`src/rtl/mux4_rr_arbiter_if.sv`:
```
// Handshake bundle between the four requesters and the round-robin arbiter
// that owns the shared 4:1 bit-select mux.
interface mux4_rr_arbiter_if;
  logic [3:0] req;
  logic       done;
  logic [3:0] d_in;
  logic [3:0] gnt;
  logic [1:0] sel;
  logic       busy;
  logic       y;
  logic       tout;

  // Requester side
  modport master (
    output req, done, d_in,
    input  gnt, sel, busy, y, tout
  );

  // Arbiter side
  modport slave (
    input  req, done, d_in,
    output gnt, sel, busy, y, tout
  );
endinterface

```
`src/rtl/mux4_rr_arbiter.sv`:
```
// Round-robin arbiter and sequencer for the shared 4:1 bit-select mux.
// Grants one requester at a time, drives the mux select and gates the
// selected data bit onto y while a grant is active.
// Optional feature: define ARB_TIMEOUT_EN to force release of a grant held
// for TO_CYCLES cycles (pulses tout); otherwise grants are held indefinitely.
module mux4_rr_arbiter #(
  parameter int unsigned TO_CYCLES = 12,
  parameter int unsigned TO_W      = 4
) (
  input  logic               i_clk,
  input  logic               i_rst,
  mux4_rr_arbiter_if.slave   io_bus
);

  typedef enum logic {StIdle, StGrant} state_e;

  // Counter must be able to reach TO_CYCLES-1
  if ((TO_CYCLES == 0) || (TO_CYCLES > (32'd1 << TO_W))) begin : g_cfg_err
    $error("mux4_rr_arbiter: TO_CYCLES must be in 1..2**TO_W");
  end

  state_e     r_state, w_state_d;
  logic [3:0] r_gnt,   w_gnt_d;
  logic [1:0] r_sel,   w_sel_d;
  logic       r_busy,  w_busy_d;
  logic [1:0] r_ptr,   w_ptr_d;

  logic [1:0] w_owner;
  logic [1:0] w_idx;
  logic       w_found;
  logic       w_release;

`ifdef ARB_TIMEOUT_EN
  logic [TO_W-1:0] r_cnt, w_cnt_d;
  logic            r_tout, w_tout_d;
  logic            w_timeout;

  assign w_timeout = (r_cnt == TO_W'(TO_CYCLES - 1));
`endif

  // Owner search: first set request at or after ptr, wrapping 3 -> 0
  always_comb begin
    w_found = 1'b0;
    w_owner = r_ptr;
    w_idx   = r_ptr;
    for (int i = 0; i < 4; i++) begin
      w_idx = r_ptr + 2'(i);
      if (!w_found && io_bus.req[w_idx]) begin
        w_found = 1'b1;
        w_owner = w_idx;
      end
    end
  end

  // Owner drops its request or signals done
  assign w_release = io_bus.done | ~io_bus.req[r_sel];

  // Next-state and registered-output decode
  always_comb begin
    w_state_d = r_state;
    w_gnt_d   = r_gnt;
    w_sel_d   = r_sel;
    w_busy_d  = r_busy;
    w_ptr_d   = r_ptr;
`ifdef ARB_TIMEOUT_EN
    w_cnt_d   = r_cnt;
    w_tout_d  = 1'b0;
`endif
    unique case (r_state)
      StIdle: begin
        if (w_found) begin
          w_state_d = StGrant;
          w_gnt_d   = 4'b0001 << w_owner;
          w_sel_d   = w_owner;
          w_busy_d  = 1'b1;
`ifdef ARB_TIMEOUT_EN
          w_cnt_d   = '0;
`endif
        end
      end
      StGrant: begin
`ifdef ARB_TIMEOUT_EN
        if (w_release || w_timeout) begin
          // A normal release in the same cycle wins, so no timeout pulse
          w_tout_d = ~w_release;
`else
        if (w_release) begin
`endif
          w_state_d = StIdle;
          w_gnt_d   = 4'b0000;
          w_busy_d  = 1'b0;
          w_ptr_d   = r_sel + 2'd1;
        end
`ifdef ARB_TIMEOUT_EN
        else begin
          w_cnt_d = r_cnt + 1'b1;
        end
`endif
      end
      default: w_state_d = StIdle;
    endcase
  end

  // State registers with synchronous reset
  always_ff @(posedge i_clk) begin
    if (i_rst) begin
      r_state <= StIdle;
      r_gnt   <= 4'b0000;
      r_sel   <= 2'd0;
      r_busy  <= 1'b0;
      r_ptr   <= 2'd0;
`ifdef ARB_TIMEOUT_EN
      r_cnt   <= '0;
      r_tout  <= 1'b0;
`endif
    end else begin
      r_state <= w_state_d;
      r_gnt   <= w_gnt_d;
      r_sel   <= w_sel_d;
      r_busy  <= w_busy_d;
      r_ptr   <= w_ptr_d;
`ifdef ARB_TIMEOUT_EN
      r_cnt   <= w_cnt_d;
      r_tout  <= w_tout_d;
`endif
    end
  end

  assign io_bus.gnt  = r_gnt;
  assign io_bus.sel  = r_sel;
  assign io_bus.busy = r_busy;
  assign io_bus.y    = io_bus.d_in[r_sel] & r_busy;
`ifdef ARB_TIMEOUT_EN
  assign io_bus.tout = r_tout;
`else
  assign io_bus.tout = 1'b0;
`endif

`ifndef SYNTHESIS
  a_gnt_onehot: assert property (@(posedge i_clk) disable iff (i_rst)
    r_busy |-> (r_gnt == (4'b0001 << r_sel)));
  a_gnt_idle_zero: assert property (@(posedge i_clk) disable iff (i_rst)
    !r_busy |-> (r_gnt == 4'b0000));
`endif

endmodule

```
`src/flat_wrapper.sv`:
```
// flat-port wrapper written by rule: the top's interface ports become plain ports
module mux4_rr_arbiter_flat 
#(
  parameter int unsigned TO_CYCLES = 12,
  parameter int unsigned TO_W      = 4
)
  (i_clk, i_rst, io_bus_req, io_bus_done, io_bus_d_in, io_bus_gnt, io_bus_sel, io_bus_busy, io_bus_y, io_bus_tout);
  mux4_rr_arbiter_if io_bus_i ();
  input  logic i_clk;
  input  logic i_rst;
  input wire logic [$bits(io_bus_i.req)-1:0] io_bus_req;
  input wire logic [$bits(io_bus_i.done)-1:0] io_bus_done;
  input wire logic [$bits(io_bus_i.d_in)-1:0] io_bus_d_in;
  output wire logic [$bits(io_bus_i.gnt)-1:0] io_bus_gnt;
  output wire logic [$bits(io_bus_i.sel)-1:0] io_bus_sel;
  output wire logic [$bits(io_bus_i.busy)-1:0] io_bus_busy;
  output wire logic [$bits(io_bus_i.y)-1:0] io_bus_y;
  output wire logic [$bits(io_bus_i.tout)-1:0] io_bus_tout;
  assign io_bus_i.req = io_bus_req;
  assign io_bus_i.done = io_bus_done;
  assign io_bus_i.d_in = io_bus_d_in;
  assign io_bus_gnt = io_bus_i.gnt;
  assign io_bus_sel = io_bus_i.sel;
  assign io_bus_busy = io_bus_i.busy;
  assign io_bus_y = io_bus_i.y;
  assign io_bus_tout = io_bus_i.tout;
  mux4_rr_arbiter #(.TO_CYCLES(TO_CYCLES), .TO_W(TO_W)) u_core (.i_clk(i_clk), .i_rst(i_rst), .io_bus(io_bus_i));
endmodule
```
`config.mk`:
```
export PLATFORM = sky130hd
export DESIGN_NAME = mux4_rr_arbiter_flat
export DESIGN_NICKNAME = d
export VERILOG_FILES = /design/src/rtl/mux4_rr_arbiter_if.sv /design/src/rtl/mux4_rr_arbiter.sv /design/src/flat_wrapper.sv
export SDC_FILE = /design/constraint.sdc
export NUM_CORES = 1
export LEC_CHECK = 0
export ABC_AREA = 1
export BUFFER_PORTS_ARGS = -buffer_cell sky130_fd_sc_hd__buf_2
export CORE_AREA = 2 2 45 47
export DETAILED_ROUTE_END_ITERATION = 8
export DIE_AREA = 0 0 47 49
export GPL_TIMING_DRIVEN = 0
export PLACE_DENSITY = 0.72
export SLEW_MARGIN = 0
export SYNTH_ARGS = -nofsm -noshare
export SYNTH_HDL_FRONTEND = slang
export SYNTH_SLANG_ARGS = --single-unit
```
`constraint.sdc`:
```
create_clock -name i_clk -period 2 [get_ports i_clk]
set_clock_uncertainty 0.1 [all_clocks]
set_input_delay 0.4 -clock i_clk [delete_from_list [all_inputs] [get_ports i_clk]]
set_output_delay 0.4 -clock i_clk [all_outputs]
set_load 0.02 [all_outputs]
```
==> qor.yml <==
floorplan:
  fp-row-count: 16
  chipWidth_microns: 47
  die_y_microns: 49
  io_pins: 20
  start_util: 0.490
  coreArea_sq_um: 1840
  die-area_sq_um: 2300
cells_and_area:
  fin_area_sq_um: 1060
  nets: 173
  layout_commonest_cell: "nand2_1"
  final_layout_size_suffix_gt1_frac: 0.360
  diodes: 0
  layout_common_cells: "nand2_1, nand3_1, buf_2"
  fin_util: 0.573
  syn2layout_area_growth_pct: 16.9
routing:
  drc: 0
  ant_nets: 0
  drtIter0Drc: 22
  vias: 936
  drtPass1Iterations: 4
  wl_per_cell_microns: 10.5
  routed_via_density: 4.98
  finalWirelength_microns: 1970
flow_run:
  drv_cap: 0
setup_path:
  r2r_cells: 9
  crit_required_ps: 1500
  ff2ff_setup_slack_ps: 290
  crit_path_cell_trace: "inv_1, nor2_1, o21ai_0, a21boi_0, buf_2"
  slowest_stage: "dfxtp_1"
  crit_type: "reg -> out"
  cpLargestDelayFamily: "flip-flops"
  endpoint_kind: "output pin"
  arrival_ps: 1330
  crit_buf_inv: 2
  worstPathMaxFanout: 6
  rr_endpoint: "u_core.io_bus.sel[0]"
  crit_path_max_incr_delay_ps: 430
  rr_startpoint: "u_core.r_ptr[0]"
  critPathLaunchType: "register"
synth:
  synthArstFlopShare: 0
  netlist_area_sq_um: 903
  synthCells: 141
  synth_ff_type: "dfxtp_1"
  ys_seq_area_frac: 0.222
  yosys.cell_types.count: 28
  syn_nets: 152
  synth.ff_latch_count: 10
  syn_area_per_cell_sq_um: 6.41
  yosys_warnings: 0
  synth_edf_count: 0
timing:
  hold_slack_ps: 385
  timing.final.ws_setup_ps: 170
  hold_viol_final: 0
  rsz0062_at_grt: "false"
  finalSetupTns_ps: 0
  maxSlewViolCount: 0
  final.min_clock_period_ps: 1830
  finalCritPeriodShare: 0.915
  fmax_mhz: 547
  setup_viol: 0
placed_design:
  io_buffers: 17
  gp_congestion: 0.839
  pre_cts_ws_ps: 297
  place_area_sq_um: 1020
  dp_hpwl_microns: 1540
pwr:
  power_switching_mw: 0.869
  clockPowerShare: 0.113
  ir_worst_vdd_v: 0.000815
  p_seq_frac: 0.216
  p_sw_frac: 0.533
  powerDensity_nw_per_um2: 1550
  power_frac_comb: 0.672
  p_leak_nw: 0.530
  internal_power_mw: 0.762
cts:
  cts_made_buffers: 3
  htree_num_levels: 1
  cts_setup_buffers: 0
  cts_tree: "done"
  path_clk_slew_ps: 60
  cts-root-buf: "clkbuf_4"
  cts.sinks: 10
  clockBufferDepth: 2
  insertion_delay_ps: 270
hold_path:
  hold_path_end: "u_core.io_bus.gnt[2]"
  holdCritStartpoint: "u_core.io_bus.gnt[2]"
  holdPathStages: 2
  hp-class: "reg -> reg"
global_route:
  antenna_found_initial: 0
  grt_pass1_vias: 832
  grt_pass1_wl_microns: 3460
  grt_max_degree: 11
  overflow: 0
  grtUsageTotal: 0.202
outcome:
  outcome: "complete, no violations"
[per-layer routing]
| layer | routed length, microns | up-vias | global-route usage | part of all wire |
|---|---|---|---|---|
| met3 | 98 | 6 | 0.0185 | 0.050 |
| li1 | - | 493 | - | - |
| met1 | 924 | 410 | 0.267 | 0.47 |
| met4 | 44 | 0 | 0.106 | 0.022 |
| met5 | 0 | - | 0 | 0 |
| met2 | 898 | 27 | 0.313 | 0.46 |
[cells by family after synthesis]
family,share of synthesized area
AO/OA/AOI/OAI,0.132
buffers and inverters,0.107
flip-flops,0.222
other,0.00415
AND/OR/NAND/NOR,0.536
[cells in the mapped netlist (2+ instances only)]
cell type	count	area [sq um]
inv_1	11	41.3
nand3_2	2	20.0
nand2_4	3	33.8
a21oi_2	4	35.0
a211oi_1	2	15.0
nand2_2	16	100
nand3_1	17	85.1
buf_4	3	22.5
nand2_1	41	154
inv_2	2	7.51
dfxtp_1	10	200
nor2_1	7	26.3
o21ai_0	5	25.0
a21oi_1	4	20.0
[layout make-up]
class,instances,area (sq um)
timing repair buffer,17,85.1
multi-input combinational,111,607
inverter,14,55.1
tap,27,33.8
buffer,5,37.5
fill,188,786
sequential,10,201
clock buffer,4,36.3
[worst register-to-register path, stage by stage, from the launching register on]
cell	delay (ps)
dfxtp_1	400
buf_4	200
nand2_1	90
nand3_1	100
nand2_1	90
nor2_4	150
nand3_2	110
nand2_4	130
a21oi_2	50
a211oi_1	200
[power groups by stage]
stage                     sequential, mW  clock, mW  combinational [mW]
after floorplan                    0.405          0               0.823
after global placement             0.335          0                1.09
after detailed placement           0.341          0                1.11
after CTS                          0.351      0.190                1.10
after global routing               0.369      0.195                1.23
final                              0.352      0.184                1.10
[state kept, by name (all words and copies together), names as in the netlist]
register	count
u_core.io_bus.sel	2
u_core.r_ptr	2
u_core.r_state	1
u_core.io_bus.busy	1
u_core.io_bus.gnt	4
[how the worst max path moves through the flow]
stage	start	end	slack, ps	depth (start not counted)
after floorplan	u_core.io_bus.sel[0]	io_bus_y	120	5
after global placement	io_bus_req[0]	u_core.io_bus.sel[0]	320	10
after detailed placement	u_core.io_bus.sel[0]	io_bus_y	300	6
after CTS	u_core.io_bus.sel[0]	io_bus_y	110	5
after global routing	u_core.io_bus.sel[1]	io_bus_y	20	5
final	u_core.io_bus.sel[1]	io_bus_y	170	5
[what timing repair did]
item,in CTS,in global routing
setup endpoints to repair,1,1
resized for setup,0,1
hold buffers,0,0
endpoints found under the hold margin,0,0
[stage by stage]
stage	cells	power [mW]
after floorplan	141	1.23
after global placement	185	1.43
after detailed placement	185	1.45
after CTS	188	1.64
after global routing	188	1.80
final	188	1.63
Note: power is estimated with default switching activity, not from simulation.
